$ cat src/rtl/ternary_unpacker.sv
// ternary_unpacker: decodes base-3 packed bytes (5 trits/byte) into a 12-trit FIFO and emits 4 weights per pop.
module ternary_unpacker #(
  parameter int BUF_TRITS = 12
) (
  input  logic       clk,
  input  logic       reset,
  input  logic       flush,
  input  logic [7:0] in_data,
  input  logic       in_valid,
  output logic       in_ready,
  output logic [3:0] out_zero,
  output logic [3:0] out_sign,
  output logic       out_valid,
  input  logic       out_ready,
  output logic       err_illegal
);
  logic [BUF_TRITS-1:0] z_q, z_d, s_q, s_d, zs, ss;
  logic [3:0] cnt_q, cnt_d, base;
  logic       err_q, err_d, acc, pop, bad;
  logic [4:0] dz, ds;
  logic [7:0] v;
  assign in_ready    = cnt_q <= 4'd7;
  assign out_valid   = cnt_q >= 4'd4;
  assign out_zero    = out_valid ? z_q[3:0] : 4'b1111;
  assign out_sign    = out_valid ? s_q[3:0] : 4'b0000;
  assign err_illegal = err_q;
  assign acc         = in_valid & in_ready & ~flush;
  assign pop         = out_valid & out_ready & ~flush;
  assign bad         = in_data > 8'd242;
  always_comb begin
    v = in_data;
    for (int i = 0; i < 5; i++) begin
      dz[i] = bad | (v % 8'd3 == 8'd0);
      ds[i] = ~bad & (v % 8'd3 == 8'd2);
      v = v / 8'd3;
    end
  end
  // Pop shifts the 4 oldest out first, so new trits append behind what remains.
  always_comb begin
    zs   = pop ? z_q >> 4 : z_q;
    ss   = pop ? s_q >> 4 : s_q;
    base = pop ? cnt_q - 4'd4 : cnt_q;
    z_d  = zs;
    s_d  = ss;
    if (acc)
      for (int j = 0; j < 5; j++) begin
        z_d[base + 4'(j)] = dz[j];
        s_d[base + 4'(j)] = ds[j];
      end
    cnt_d = flush ? 4'd0 : base + (acc ? 4'd5 : 4'd0);
    err_d = ~flush & (err_q | (acc & bad));
  end
  always_ff @(posedge clk) begin
    if (reset) begin
      cnt_q <= 4'd0;
      err_q <= 1'b0;
    end else begin
      cnt_q <= cnt_d;
      err_q <= err_d;
    end
  end
  always_ff @(posedge clk) begin
    z_q <= z_d;
    s_q <= s_d;
  end
endmodule

$ cat config.mk
export PLATFORM = sky130hd
export DESIGN_NAME = ternary_unpacker
export DESIGN_NICKNAME = d
export VERILOG_FILES = /design/src/rtl/ternary_unpacker.sv
export SDC_FILE = /design/constraint.sdc
export NUM_CORES = 1
export LEC_CHECK = 0
export BUFFER_PORTS_ARGS = -buffer_cell sky130_fd_sc_hd__buf_4
export CAP_MARGIN = 20
export CORE_MARGIN = 2
export CORE_UTILIZATION = 35
export CTS_CLUSTER_SIZE = 40
export DETAILED_ROUTE_END_ITERATION = 6
export PLACE_DENSITY = 0.48
export SYNTH_ARGS = -nofsm -noshare
export SYNTH_HDL_FRONTEND = slang
export SYNTH_SLANG_ARGS = --single-unit
$ cat constraint.sdc
create_clock -name clk -period 16.3 [get_ports clk]
set_input_delay 2.445 -clock clk [delete_from_list [all_inputs] [get_ports clk]]
set_output_delay 2.445 -clock clk [all_outputs]
set_load 0.1 [all_outputs]
### Word-level counts from Yosys, hierarchy flattened

Cells that the tools add are included.
Widths: inputs -> output; s select.

* flip-flop bits (word level): 29
* output and inout port bits: 11
* logic and storage cells: 95

* add/sub/neg operators: 6
* divide/modulo/power cells: 9
* order comparisons: 13
* eq/ne operators: 5
* multiplexer cells: 28
* bitwise logic cells: 19
* reductions and logical operators: 11

Operator list (count)
* $bwmux 12: 10
* $mux 12: 4
* $eq 8x2->1 const B: 5
* $logic_not 8->1: 5
* $mod 8x2->8 const B: 5
* $div 8x2->8 const B: 4
* $lt 4x5->1 const B: 5
* $demux 1 s4: 5
* $ge 4x1->1 const B: 5
* $mux 4: 3
* $and 1x1->1: 11
* $add 4x2->4 const B: 2
* $gt 8x8->1 const B: 1
* $or 1x1->1: 6
* $logic_and 1x1->1: 5
* $mux 1: 5
* $add 4x1->4 const B: 1
* $add 4x3->4: 1
* $add 4x3->4 const B: 1
* $ge 4x3->1 const B: 1
* $le 4x3->1 const B: 1
* $sub 4x3->4 const B: 1
* $mux 3: 1
* $not 1->1: 2
* $reduce_or 2->1: 1

### Longest topological paths before layout

* depth after elaboration: 14
* gate-level depth with buffers: 63

### Worst setup path after synthesis

Ideal clock, no wire load.

* kind: input to register
* start: input in_data[7]
* end: register s_q[4]
* arrival time: 13.121 ns
* required time: 16.205 ns
* setup slack: 3.083 ns
* stages: 59
* cell sequence: buf_2 > buf_2 > buf_1 > nand2_1 > inv_1 > ha_1 > buf_2 > clkbuf_1 > a31oi_1 > a21boi_0 > nor2_1 > o21ai_0 > ha_1 > clkbuf_2 > a221oi_4 > xnor2_2 > inv_1 > ha_1 > [... 23 more ...] > o21bai_1 > a31o_2 > xnor2_1 > ha_1 > inv_1 > o311a_1 > and2_1 > buf_4 > inv_2 > o211ai_1 > o21ai_1 > ha_1 > a211oi_1 > a21oi_1 > o32ai_2 > o211ai_2 > o21a_4 > a221oi_1

* longest elaborated chain between the ends: 9
* elaborated cells on any way between the ends: 27

Ends and longest elaborated chain
* from (decl): RTL line 8 `input logic [7:0] in_data,`
* $div 8x2->8, or another cell as far along (4 in series): RTL line 35 `v = v / 8'd3;`
* $mod 8x2->8, or another cell as far along: RTL line 34 `ds[i] = ~bad & (v % 8'd3 == 8'd2);`
* $eq 8x2->1, or another cell as far along: RTL line 34
* $and 1x1->1 or $bwmux 12 (tied branches): RTL line 34, 48
* $bwmux 12 *: RTL line 48 `s_d[base + 4'(j)] = ds[j];`
* $mux 12 *: RTL line 45 `if (acc)`
* named net s_d[4]: RTL line 17 `logic [BUF_TRITS-1:0] z_q, z_d, s_q, s_d, zs, ss;`
* to (signal assigned): RTL line 64 `s_q <= s_d;`
* to (decl): RTL line 17

The timed path passes the listed nets; every way through them passes the cells marked *.
A chain may end at the register's enable or synchronous reset.

### Worst setup path after layout

* start: input in_data[6]
* end: register s_q[6]

The elaborated chain is that of the path after synthesis.

==> impl_metrics.tcl <==
set metrics [dict create \
    detail_route.wl_per_cell_um 18.6 \
    period_minus_slack_ns 14.28 \
    first_pass_iters 5 \
    synth.top_cell.area_share_pct 8.80 \
    initialDrtViolationCount 553 \
    synth_fp_nets 999 \
    antenna_left 0 \
    syn_avg_cell_area_um2 6.90 \
    critPathKind "input pin to flip-flop" \
    htree_levels 2 \
    grt_max_degree 36 \
    hold_class "flip-flop to flip-flop" \
    syn_to_final_growth_pct 5.14 \
    ys_async_sr_fraction_pct 0 \
    num_rows 50 \
    die_x_um 141 \
    peakVddDrop_uv 74.1 \
    tritoncts "done" \
    path_common_cell "ha_1" \
    dp_slack_ns 1.85 \
    postLayoutCoreUtil_pct 37.3 \
    synth_seq_area_share_pct 8.80 \
    fin_nets 970 \
    cp_slowest_cell "ha_1" \
    p_leak_nw 2.48 \
    ys_top_cells_by_area "dfxtp_1 8.8%, ha_1 5.5%, nand2_1 5.3%" \
    seq_area_um2 581 \
    grt_pass1_vias 6601 \
    synth.yosys.warnings 0 \
    cp.arrival_ns 14.47 \
    worst_setup_path_start_kind "input pin" \
    rsz0062_at_grt "no" \
    die_y_um 141 \
    initial_utilization_pct 35.5 \
    grt_usage_pct 21.3 \
    routed_wl_um 21600 \
    hpwl_um 15600 \
    clkTransAtPathRegs_ns 0.05 \
    fin_crit_sh_pct 87.6 \
    antenna_cells 0 \
    vias 7363 \
    worstPathRequired_ns 16.49 \
    slew_viol_final 0 \
    clk_latency_ns 0.29 \
    setup_viol 0 \
    drc 0 \
    post-cts-setup-buffers 0 \
    fillCellCount 1970 \
    cts_root_buf "clkbuf_16" \
    cts_resized 0 \
    dieArea_um2 20000 \
    postSynthCellCount 957 \
    crit_path_end_kind "flip-flop" \
    gp_congestion 0.882 \
    synth_common_cells "93 x nand2_1, 87 x nor2_1, 57 x o21ai_0" \
    multi_input_area_um2 5510 \
    antenna_found_initial 0 \
    cts.sinks 29 \
    drive_gt1_share_pct 10.2 \
    synth-edff-count 0 \
    status "completed" \
    postCtsHoldBufs 0 \
    fin_tns_setup_ns 0 \
    core_um2 18600 \
    netlist_area_um2 6600 \
    grt_pass1_wl_um 35400 \
    ys_types 100 \
    synth_ff_type "dfxtp_1" \
    synth_most_common_cell "nand2_1" \
    clock_skew_ns 0.00425 \
    synth_top_area_cell "dfxtp_1" \
    numPortBuffers 23 \
    via_per_inst 6.33 \
    worstMarginPinSlew_ns 1.12 \
    overflow 0 \
    ys_ff_latch 29 \
    ios 24 \
    numCtsBuffers 5 \
    hold_viol 0 \
    fmax_mhz 70.0 \
    critPathMaxFanout 35 \
    drv_cap 0 \
    slew_headroom_pct 25.1 \
    max_stage_delay_ns 0.63 \
    setup_slack_ns 2.02 \
    power_w 0.000952 \
    powerDensity_nw_per_um2 137 \
    ctsLongestPathBuffers 2 \
]
-- state kept, by name (all words and copies together) (netlist names) --
name / cells
z_q: 12
s_q: 12
cnt_q: 4
err_illegal: 1
-- metal layers --
layer	global-route usage, %	vias to the layer above	part of all wire (%)	wire, um
li1	-	3635	-	-
met1	32.0	3458	50	10700
met2	33.1	245	44	9410
met3	2.60	25	5.6	1210
met4	3.37	0	1.3	280
met5	0	-	0	0
-- critical path, delay by kind of cell --
kind	cells	cell delay, ns
AO/OA/AOI/OAI	17	4.01
XOR/XNOR	3	0.70
AND/OR/NAND/NOR	12	2.79
adder cells (fa/ha/maj)	9	3.03
buffers and inverters	9	1.45
-- through the flow --
stage          cell area, um^2  hold slack [ns]  std cells
2_1_floorplan             6600            0.459        957
6_report                  6940            0.518       1163
3_5_place_dp              6800            0.515       1155
3_3_place_gp              6800            0.530       1155
5_1_grt                   6940            0.547       1163
4_1_cts                   6940            0.529       1163
-- cell type report --
type                            count  area share, %
Tap cell                          234           4.22
Clock buffer                        6           1.86
Inverter                           46           2.49
Clock inverter                      2          0.144
Timing Repair Buffer               33           3.57
Multi-Input combinational cell    813           79.4
Sequential cell                    29           8.37
-- worst paths after layout --
path	from	end	slack, ns	cells past startpoint
max reg2reg	cnt_q[2]	z_q[6]	11.23	14
min	err_illegal	err_illegal	0.52	2
max	in_data[6]	s_q[6]	2.02	50
min reg2reg	err_illegal	err_illegal	0.52	2
-- report_power, final --
part | switching (W) | leakage [nW] | internal [W]
combinational | 0.000466 | 2.16 | 0.000281
sequential | 0.0000186 | 0.241 | 0.0000945
clock | 0.0000364 | 0.0706 | 0.0000561
total | 0.000521 | 2.48 | 0.000431
-- cells in the final DEF (no fill, tap or decap), drive strengths merged, types with 20 or more instances in the layout --
cell	n
inv	45
dfxtp	29
nand2	93
o21ai	59
a311oi	20
a21oi	41
a221oi	34
a31oi	20
buf	33
nor3	27
nor2b	25
nor2	88
a211oi	46
ha	29
nand3	42
mux2i	34
xnor2	21
-- cell families after synthesis --
logic type	share of synthesized area (%)
AOI/OAI and AO/OA	39.7
xor gates and xnor gates	3.70
adders and majority gates	5.65
buffers and inverters	7.77
DFF	8.80
muxes	5.75
and+or+nand+nor	28.6
Note: power is estimated with default switching activity, not from simulation.
